===== src/rtl/memory_port_arbiter_pkg.sv =====
// Shared arbiter state encodings and memory length constants.
package memory_port_arbiter_pkg;

    typedef enum logic [1:0] {
        ARB_IDLE   = 2'd0,
        ARB_WAIT_F = 2'd1,
        ARB_WAIT_D = 2'd2,
        ARB_RESP   = 2'd3
    } arb_state_t;

    localparam logic [1:0] MEM_LEN_WORD = 2'd3;

endpackage


===== src/rtl/memory_port_arbiter_timeout.sv =====
// Loadable countdown used to bound how long a memory access may stay outstanding.
module arb_timeout_counter #(
    parameter int WIDTH = 6
) (
    input  logic             clk,
    input  logic             reset,
    input  logic             clear,
    input  logic             load,
    input  logic [WIDTH-1:0] loadValue,
    input  logic             enable,
    output logic             expired
);

    logic [WIDTH-1:0] count;

    always_ff @(posedge clk or posedge reset) begin
        if (reset) begin
            count <= '0;
        end else if (load) begin
            count <= loadValue;
        end else if (clear) begin
            count <= '0;
        end else if (enable && (count != '0)) begin
            count <= count - 1'b1;
        end
    end

    assign expired = (count == '0);

endmodule


===== src/rtl/memory_port_arbiter.sv =====
// Shares one memory port between instruction fetch and data access using a
// req/done handshake, data priority with a fetch starvation guard, and a timeout.
module memory_port_arbiter
    import memory_port_arbiter_pkg::*;
#(
    parameter int DATA_WIDTH      = 32,
    parameter int MAX_DATA_STREAK = 4,
    parameter int TIMEOUT_CYCLES  = 64
) (
    input  logic                  clk,
    input  logic                  reset,
    input  logic                  if_req,
    input  logic [DATA_WIDTH-1:0] if_addr,
    output logic [DATA_WIDTH-1:0] if_rdata,
    output logic                  if_done,
    input  logic                  d_req,
    input  logic                  d_write,
    input  logic [DATA_WIDTH-1:0] d_addr,
    input  logic [DATA_WIDTH-1:0] d_wdata,
    input  logic [1:0]            d_length,
    input  logic                  d_unsigned,
    output logic [DATA_WIDTH-1:0] d_rdata,
    output logic                  d_done,
    output logic [DATA_WIDTH-1:0] mem_addr,
    output logic [DATA_WIDTH-1:0] mem_wdata,
    output logic [1:0]            mem_length,
    output logic                  mem_load,
    output logic                  mem_store,
    output logic                  mem_unsigned,
    input  logic [DATA_WIDTH-1:0] mem_rdata,
    input  logic                  mem_ready,
    output logic                  owner_data,
    output logic                  bus_error,
    output logic [1:0]            dbgState
);

    // Handshake: a requester holds req until its done pulse; req is only
    // sampled in IDLE, so a request raised while busy waits for the next IDLE.

    localparam int STREAK_W = $clog2(MAX_DATA_STREAK + 1);
    localparam int TMO_W    = (TIMEOUT_CYCLES > 2) ? $clog2(TIMEOUT_CYCLES) : 1;

    arb_state_t          state, nextState;
    logic [STREAK_W-1:0] streak;
    logic                isWrite;
    logic                ownerIsData;
    logic                grantData, grantFetch, finish, timedOut;
    logic                waiting, tmoExpired;

    always_ff @(posedge clk or posedge reset) begin
        if (reset) begin
            state <= ARB_IDLE;
        end else begin
            state <= nextState;
        end
    end

    always_comb begin
        nextState  = state;
        grantData  = 1'b0;
        grantFetch = 1'b0;
        finish     = 1'b0;
        timedOut   = 1'b0;
        case (state)
            ARB_IDLE: begin
                // Data wins unless fetch has waited through a full data streak.
                if (d_req && (!if_req || (streak != STREAK_W'(MAX_DATA_STREAK)))) begin
                    grantData = 1'b1;
                    nextState = ARB_WAIT_D;
                end else if (if_req) begin
                    grantFetch = 1'b1;
                    nextState  = ARB_WAIT_F;
                end
            end
            ARB_WAIT_F, ARB_WAIT_D: begin
                if (mem_ready) begin
                    finish    = 1'b1;
                    nextState = ARB_RESP;
                end else if (tmoExpired) begin
                    timedOut  = 1'b1;
                    nextState = ARB_RESP;
                end
            end
            default: nextState = ARB_IDLE;
        endcase
    end

    always_ff @(posedge clk or posedge reset) begin
        if (reset) begin
            mem_addr     <= '0;
            mem_wdata    <= '0;
            mem_length   <= '0;
            mem_unsigned <= 1'b0;
            isWrite      <= 1'b0;
            ownerIsData  <= 1'b0;
            streak       <= '0;
            if_rdata     <= '0;
            d_rdata      <= '0;
            bus_error    <= 1'b0;
        end else begin
            if (grantData) begin
                mem_addr     <= d_addr;
                mem_wdata    <= d_wdata;
                mem_length   <= d_length;
                mem_unsigned <= d_unsigned;
                isWrite      <= d_write;
                ownerIsData  <= 1'b1;
                if (!if_req) begin
                    streak <= '0;
                end else if (streak != STREAK_W'(MAX_DATA_STREAK)) begin
                    streak <= streak + 1'b1;
                end
            end
            if (grantFetch) begin
                mem_addr     <= if_addr;
                mem_wdata    <= '0;
                mem_length   <= MEM_LEN_WORD;
                mem_unsigned <= 1'b0;
                isWrite      <= 1'b0;
                ownerIsData  <= 1'b0;
                streak       <= '0;
            end
            if (finish) begin
                if (!ownerIsData) begin
                    if_rdata <= mem_rdata;
                end else if (!isWrite) begin
                    d_rdata <= mem_rdata;
                end
            end
            if (timedOut) begin
                bus_error <= 1'b1;
                if (ownerIsData) begin
                    d_rdata <= '0;
                end else begin
                    if_rdata <= '0;
                end
            end
        end
    end

    assign waiting = (state == ARB_WAIT_F) || (state == ARB_WAIT_D);

    arb_timeout_counter #(
        .WIDTH(TMO_W)
    ) u_timeout (
        .clk      (clk),
        .reset    (reset),
        .clear    (state == ARB_RESP),
        .load     (grantData || grantFetch),
        .loadValue(TMO_W'(TIMEOUT_CYCLES - 1)),
        .enable   (waiting && !mem_ready),
        .expired  (tmoExpired)
    );

    assign mem_load   = (state == ARB_WAIT_F) || ((state == ARB_WAIT_D) && !isWrite);
    assign mem_store  = (state == ARB_WAIT_D) && isWrite;
    assign owner_data = (state == ARB_WAIT_D) || ((state == ARB_RESP) && ownerIsData);
    assign if_done    = (state == ARB_RESP) && !ownerIsData;
    assign d_done     = (state == ARB_RESP) && ownerIsData;
    assign dbgState   = state;

endmodule


===== config.mk =====
export PLATFORM = sky130hd
export DESIGN_NAME = memory_port_arbiter
export DESIGN_NICKNAME = d
export VERILOG_FILES = /design/src/rtl/memory_port_arbiter_pkg.sv /design/src/rtl/memory_port_arbiter_timeout.sv /design/src/rtl/memory_port_arbiter.sv
export SDC_FILE = /design/constraint.sdc
export NUM_CORES = 1
export LEC_CHECK = 0
export CORE_ASPECT_RATIO = 0.75
export CORE_MARGIN = 2
export CORE_UTILIZATION = 46
export CTS_BUF_LIST = sky130_fd_sc_hd__clkbuf_8
export DETAILED_ROUTE_END_ITERATION = 6
export PLACE_DENSITY = 0.89
export SLEW_MARGIN = 20
export SYNTH_ARGS = -nofsm -noshare
export SYNTH_HDL_FRONTEND = slang
export SYNTH_SLANG_ARGS = --single-unit

===== constraint.sdc =====
create_clock -name clk -period 10 [get_ports clk]
set_input_delay 1 -clock clk [delete_from_list [all_inputs] [get_ports clk]]
set_output_delay 1 -clock clk [all_outputs]
set_load 0.1 [all_outputs]

==> results of run 1 <==
[worst paths after layout]
| kind | end | slack [ns] | cells after the start |
|---|---|---|---|
| setup / recovery | owner_data | 6.32 | 4 |
| min in group asynchronous | if_rdata[30] | 0.98 | 2 |
| hold / removal | bus_error | 0.48 | 1 |
| hold reg to reg | bus_error | 0.48 | 1 |
| setup reg to reg | register | 7.45 | 6 |
| max in group asynchronous | u_timeout.count[3] | 7.82 | 3 |
[through the flow]
step	utilization (%)	hold WS, ns	std cells	setup slack [ns]
floorplan	-	0.485	495	5.11
global placement	70.3	0.446	903	6.82
detailed placement	70.3	0.455	903	6.70
CTS	73.9	0.475	935	6.29
global route	73.9	0.504	935	6.20
finish	73.9	0.476	935	6.32
[worst max-delay path, stage by stage (launching register included)]
cell	delay, ns
dfrtp_1	0.42
ha_1	0.38
and2_1	0.22
or2_2	0.11
clkdlybuf4s50_1	1.12
[metal layers]
metal	vias up	track usage, %	share of wire, %
met3	28	8.36	9.1
li1	2298	-	-
met2	286	44.8	49
met5	-	0	0
met1	2545	33.6	39
met4	0	7.77	2.1
[kinds of logic after synthesis]
family	after synthesis	synth area share [%]
AO/OA/AOI/OAI	150	20.5
XOR/XNOR	2	0.302
adder cells (fa/ha/maj)	8	1.72
buffers and inverters	81	5.90
flip-flops	145	62.5
multiplexers	4	0.711
AND/OR/NAND/NOR	105	8.38
[final cells by class]
type | count | area share (%)
Clock inverter | 14 | 2.08
Multi-Input combinational cell | 269 | 20.5
Sequential cell | 145 | 39.9
Inverter | 42 | 1.79
Clock buffer | 18 | 2.72
Tap cell | 166 | 2.28
Timing Repair Buffer | 281 | 30.8
[placed cells by master, fill, tap and decap left out, drive strengths merged, types with 2 or more instances in the layout]
| master | count |
|---|---|
| a21o | 2 |
| a21oi | 6 |
| a222oi | 32 |
| a22o | 66 |
| a32o | 2 |
| and2 | 4 |
| and2b | 2 |
| and3 | 2 |
| buf | 6 |
| bufinv | 4 |
| clkbuf | 18 |
| clkdlybuf4s50 | 275 |
| clkinv | 6 |
| clkinvlp | 2 |
| dfrtp | 145 |
| ha | 8 |
| inv | 44 |
| mux2i | 3 |
| nand2 | 74 |
| nand3 | 4 |
| nand3b | 2 |
| nor2 | 9 |
| o21ai | 38 |
| xnor2 | 2 |
==> flow_summary.yaml, run 1 <==
cts:
  clockBufferDepth: 2
  cts.sinks: 145
  cts_tree: "done"
  post_cts_buffers: 0
  cts_buffers: 17
  clockRootBuffer: "clkbuf_8"
  cts_resized: 0
  cts_hold_buffers: 0
  insertion_delay_ns: 0.43
  htree_num_levels: 4
  clk_pin_slew_worst_paths_ns: 0.08
cells_and_area:
  drive_above_1_share_pct: 6.50
  syn2layout_area_growth_pct: 56.6
  seqCellArea_sq_um: 3630
  final_cell_area_sq_um: 9100
  multi_input_area_sq_um: 1860
  nets: 901
  antenna_cells: 0
  fillCellCount: 785
detailed_routing:
  ant_nets: 0
  via_count: 5157
  routed_wl_microns: 18000
  drt_iter0_drc: 408
  drc: 5
  dr.pass1.iters: 7
  wl_per_cell_microns: 19.3
  via_per_inst: 5.52
synth:
  yosysUniqueCellTypes: 39
  synthTopCellsByArea: "dfrtp_1, a22o_1, a222oi_1"
  synthCells: 495
  synth_ff_type: "dfrtp_1"
  yosysTopAreaCellShare_pct: 62.5
  synth_top_area_cell: "dfrtp_1"
  synth-seq-area-share_pct: 62.5
  ys_seq_elements: 145
  synth_common_cells: "dfrtp_1, nand2_1, a22o_1"
  mappedNetlistNets: 640
  synth_edf_count: 0
  syn_area_sq_um: 5810
  avgSynthCellArea_sq_um: 11.7
  synthArstFlopShare_pct: 100
  synth.most_common_cell: "dfrtp_1"
  ys_warn_count: 0
floorplan:
  core_area_sq_um: 12300
  fp.dieW_microns: 134
  io_pins: 276
  die_area_sq_um: 13600
  row_count: 35
  initial_core_util_pct: 47.2
  die_h_microns: 101
grt:
  grt_use_total_pct: 26.6
  grt_pass1_vias: 5179
  antenna_found_initial: 0
  grt_max_degree: 90
  grt_pass1_wl_microns: 28100
  overflow: 0
run_status:
  failed_checks: "design-rule violations"
  status: "finished, violations left"
sta:
  rsz0062_at_grt: "false"
  tns_ns: 0
  drv_slew: 0
  finalCriticalPeriod_ns: 3.68
  relSlewSlack_pct: 28.8
  min_period_over_period_pct: 36.8
  setup_viol: 0
  clock_skew_ns: 0.0121
  fmax_ghz: 0.272
  finalHoldViolations: 0
  worst_slew_pin_slew_ns: 1.07
placement:
  gp_congestion: 0.827
  post-dp-hpwl_microns: 12700
  io_buffers: 275
  placed_area_sq_um: 8650
flow_run:
  maxCapViolations: 0
setup_path:
  start_kind: "register"
  worstSetupPathType: "reg -> out"
  required_ns: 9.00
  r2r-start: "u_timeout.count[0]"
  worstPathMaxFanout: 11
  crit_start: "dbgState[1]"
  crit_arrival_ns: 2.68
  crit_path_end_kind: "primary output"
min_path:
  hp-class: "reg -> reg"
  hold_start: "bus_error"
Power of run 1 is left out: the tool's default activity adds up to more than one toggle a clock period on the data nets, which glitch-free logic cannot reach.
==> inputs of run 2 (changes only) <==
- CORE_UTILIZATION: 46 -> 38
- PLACE_DENSITY: 0.89 -> 0.78
- clock period: 10 -> 3.3 ns (I/O delays scaled with it)
==> run 2 against run 1 <==
Compared with the run above:
- non-clock buffer count increased by 3
- count of clock-buffer cells in the layout did not move
- critical endpoint is now mem_addr[23]
- die area up 20%
- register-to-register slack worse by 6.5 ns
- critical path type unchanged
- the flow now finishes without violations
- via count decreased by 0.78%
==> flow_summary.yaml, run 2 (synthesized netlist as in run 1, its figures left out) <==
detailed_routing:
  via_per_inst: 5.23
  drc: 0
  wl_per_cell_microns: 18.1
  dr.pass1.iters: 7
  drt_iter0_drc: 449
  ant_nets: 0
  routed_wl_microns: 17700
  via_count: 5117
floorplan:
  row_count: 39
  fp.dieW_microns: 147
  initial_core_util_pct: 38.5
  core_area_sq_um: 15100
  die_h_microns: 111
  io_pins: 276
  die_area_sq_um: 16300
cells_and_area:
  utilization_pct: 60.8
  fin_cells: 978
  nets: 904
  final_common_cell: "clkdlybuf4s50_1"
  syn2layout_area_growth_pct: 57.8
  drive_above_1_share_pct: 7.64
  final_cell_mix: "clkdlybuf4s50_1, dfrtp_1, nand2_1"
setup_path:
  crit_path_end_kind: "primary output"
  regToRegSetupSlack_ns: 0.95
  slowest_stage: "clkdlybuf4s50_1"
  path_cells: "clkdlybuf4s50_1"
  slowest_delay_ns: 1.20
  critical-path-top-delay-family: "buffers and inverters"
  worstSetupPathType: "reg -> out"
  required_ns: 2.97
  start_kind: "register"
  worstPathMaxFanout: 2
  cp.buffers_inverters: 1
  crit_arrival_ns: 2.05
cts:
  cts_hold_buffers: 0
  clk_pin_slew_worst_paths_ns: 0.08
  insertion_delay_ns: 0.44
  cts_resized: 0
  clockRootBuffer: "clkbuf_8"
  htree_num_levels: 4
  cts_tree: "done"
  post_cts_buffers: 0
  cts_buffers: 17
  cts.sinks: 145
  clockBufferDepth: 2
placement:
  post-dp-hpwl_microns: 12600
  dp_cells: 945
  place_ws_ns: 0.640
  io_buffers: 275
  gp_congestion: 0.832
sta:
  worst_slew_pin_slew_ns: 1.05
  worst_slack_ns: 0.920
  finalHoldViolations: 0
  rsz0062_at_grt: "false"
  clock_skew_ns: 0.0137
  min_period_over_period_pct: 72.1
  setup_viol: 0
  drv_slew: 0
  fmax_ghz: 0.420
  finalCriticalPeriod_ns: 2.38
  relSlewSlack_pct: 30.0
  tns_ns: 0
flow_run:
  maxCapViolations: 0
grt:
  grt_pass1_wl_microns: 27700
  grt_use_total_pct: 21.8
  antenna_found_initial: 1
  overflow: 0
  grt_max_degree: 85
  grt_pass1_vias: 5094
min_path:
  hp-class: "in -> async"
run_status:
  status: "complete, no violations"
==> run 2: final cells by class <==
cell class              count  area, sq um
fillers                  1201         5920
flip-flops and latches    145         3630
repair buffers            284         2840
multi-input cells         269         1860
well taps                 205          256
clock buffers              18          248
clock inverters            14          163
inverters                  42          161
diodes                      1         2.50
==> run 2: worst paths after layout <==
check | from | to | cells past startpoint
worst max-delay path | mem_addr[23] | mem_addr[23] | 1
worst min-delay path | reset | asynchronous set/reset pin | 3
worst max register to register | dbgState[0] | mem_addr[9] | 7
worst min register to register | bus_error | bus_error | 1
max in group asynchronous | reset | streak[0] | 3
min in group clk | d_length[0] | mem_length[0] | 3
==> run 2: per-stage QoR <==
step | area [sq um] | hold WS, ns
finish | 9160 | 0.365
global route | 9160 | 0.384
CTS | 9160 | 0.355
detailed placement | 8750 | 0.480
global placement | 8750 | 0.475
floorplan | 5810 | 0.447
==> run 2: metal layers <==
layer | vias up | global-route usage, % | wire [microns]
li1 | 2315 | - | -
met3 | 29 | 7.94 | 1770
met1 | 2504 | 26.7 | 7020
met2 | 269 | 35.6 | 8470
met5 | - | 0 | 0
met4 | 0 | 8.03 | 436
==> run 2: worst min-delay path: stages <==
cell and delay, ns:
clkdlybuf4s50_1 0.45, clkinvlp_4 0.13, buf_12 0.29
Power of run 2 is left out for the same reason.
==> inputs of run 3 (changes only) <==
- clock period: 3.3 -> 2.1 ns (I/O delays scaled with it)
==> run 3 against run 2 <==
Compared with the run above:
- final cell count up 0.51%
- setup slack got worse by 0.77 ns
- register-to-register slack worse by 0.71 ns
- global-route usage down 0.13 points
- critical path type unchanged
- critical path depth increased by 3
- via count decreased by 0.63%
- sequential share of layout area grew 0.23 points
- core utilization down 0.31 points
- wire length decreased by 0.31%
==> flow_summary.yaml, run 3 (synthesized netlist as in run 1, its figures left out) <==
run_status:
  status: "complete, no violations"
grt:
  grt_use_total_pct: 21.7
  grt_max_degree: 61
  grt_pass1_wl_microns: 27900
  grt_pass1_vias: 5138
  overflow: 0
  antenna_found_initial: 0
sta:
  relSlewSlack_pct: 73.2
  fmax_ghz: 0.513
  min_period_over_period_pct: 92.8
  fin_hold_ws_ns: 0.110
  worst_slew_pin_slew_ns: 0.401
  finalHoldViolations: 0
  drv_slew: 0
  rsz0062_at_grt: "false"
  clock_skew_ns: 0.00978
  finalCriticalPeriod_ns: 1.95
  setup_viol: 0
setup_path:
  crit_arrival_ns: 1.74
  regToRegSetupSlack_ns: 0.24
  worstPathMaxFanout: 11
  r2r-start: "streak[0]"
  start_kind: "register"
  r2r_end: "mem_addr[27]"
  crit_start: "dbgState[0]"
  crit_path_end_kind: "primary output"
  ff2ff_path_depth: 7
  critPathCapture: "owner_data"
  required_ns: 1.89
  worstSetupPathType: "reg -> out"
cts:
  htree_num_levels: 4
  cts.sinks: 145
  cts_buffers: 17
  post_cts_buffers: 0
  clockBufferDepth: 2
  cts_resized: 1
  insertion_delay_ns: 0.44
  cts_hold_buffers: 0
  clk_pin_slew_worst_paths_ns: 0.08
  cts_tree: "done"
  clockRootBuffer: "clkbuf_8"
floorplan:
  die_area_sq_um: 16300
  io_pins: 276
  row_count: 39
  die_h_microns: 111
  initial_core_util_pct: 38.5
  fp.dieW_microns: 147
  core_area_sq_um: 15100
cells_and_area:
  drive_above_1_share_pct: 26.7
  final_cell_mix: "dfrtp_1, buf_4, clkdlybuf4s50_1"
  nets: 910
  fillCellCount: 1175
  antenna_cells: 0
  multi_input_area_sq_um: 1890
  fin_cells: 983
  final_common_cell: "dfrtp_1"
  syn2layout_area_growth_pct: 57.0
  seqCellArea_sq_um: 3630
  final_cell_area_sq_um: 9120
  utilization_pct: 60.5
placement:
  post-dp-hpwl_microns: 12600
  io_buffers: 275
  placed_area_sq_um: 8610
  dp_cells: 951
  gp_congestion: 0.876
min_path:
  hp-class: "in -> async"
detailed_routing:
  via_count: 5085
  wl_per_cell_microns: 18.0
  via_per_inst: 5.17
  dr.pass1.iters: 5
  drt_iter0_drc: 394
  drc: 0
  ant_nets: 0
  routed_wl_microns: 17600
flow_run:
  maxCapViolations: 0
run 3: changes by cell type in the layout (fill, tap and decap cells not counted), moves of 2 or more:
cell	before	now
clkdlybuf4s50_1	269	136
buf_4	12	141
buf_12	3	13
clkinv_2	4	0
bufinv_16	3	6
inv_1	42	39
clkinv_4	1	3
clkinvlp_4	4	2
dfrtp_1	145	143
dfrtp_2	0	2
ha_1	8	6
inv_2	0	2
run 3: area by class of cell:
type                            count  area share (%)
Multi-Input combinational cell    269            20.7
Sequential cell                   145            39.8
Tap cell                          205            2.81
Timing Repair Buffer              290            29.4
Clock inverter                     14            2.76
Clock buffer                       18            2.72
Inverter                           42            1.77
run 3: worst min-delay path by stage:
stage                          to  slack (ns)  cells after the start
global placement        bus_error        0.47                      1
detailed placement      bus_error        0.46                      1
global route        mem_wdata[23]        0.11                      2
finish              mem_wdata[23]        0.11                      2
CTS                 mem_wdata[23]        0.09                      2
floorplan                register        0.33                      2
run 3: critical path: stages (launching register included):
cell and delay (ns):
dfrtp_2 0.44, ha_2 0.27, and2_4 0.20, or2_4 0.23
buf_12 0.16
run 3: routing by layer:
layer | wire length (microns) | part of all wire [%] | global-route usage, % | vias up
met5 | 0 | 0 | 0 | -
met4 | 268 | 1.5 | 6.34 | 0
met3 | 1570 | 8.9 | 6.54 | 18
met2 | 8590 | 49 | 35.6 | 264
met1 | 7220 | 41 | 27.9 | 2478
li1 | - | - | - | 2325
run 3: per-stage QoR:
step	setup slack (ns)	TNS, ns
finish	0.151	0
global placement	0.254	0
global route	0.0589	0
detailed placement	0.207	0
CTS	0.114	0
floorplan	-0.0857	-0.202
Power of run 3 is left out for the same reason.
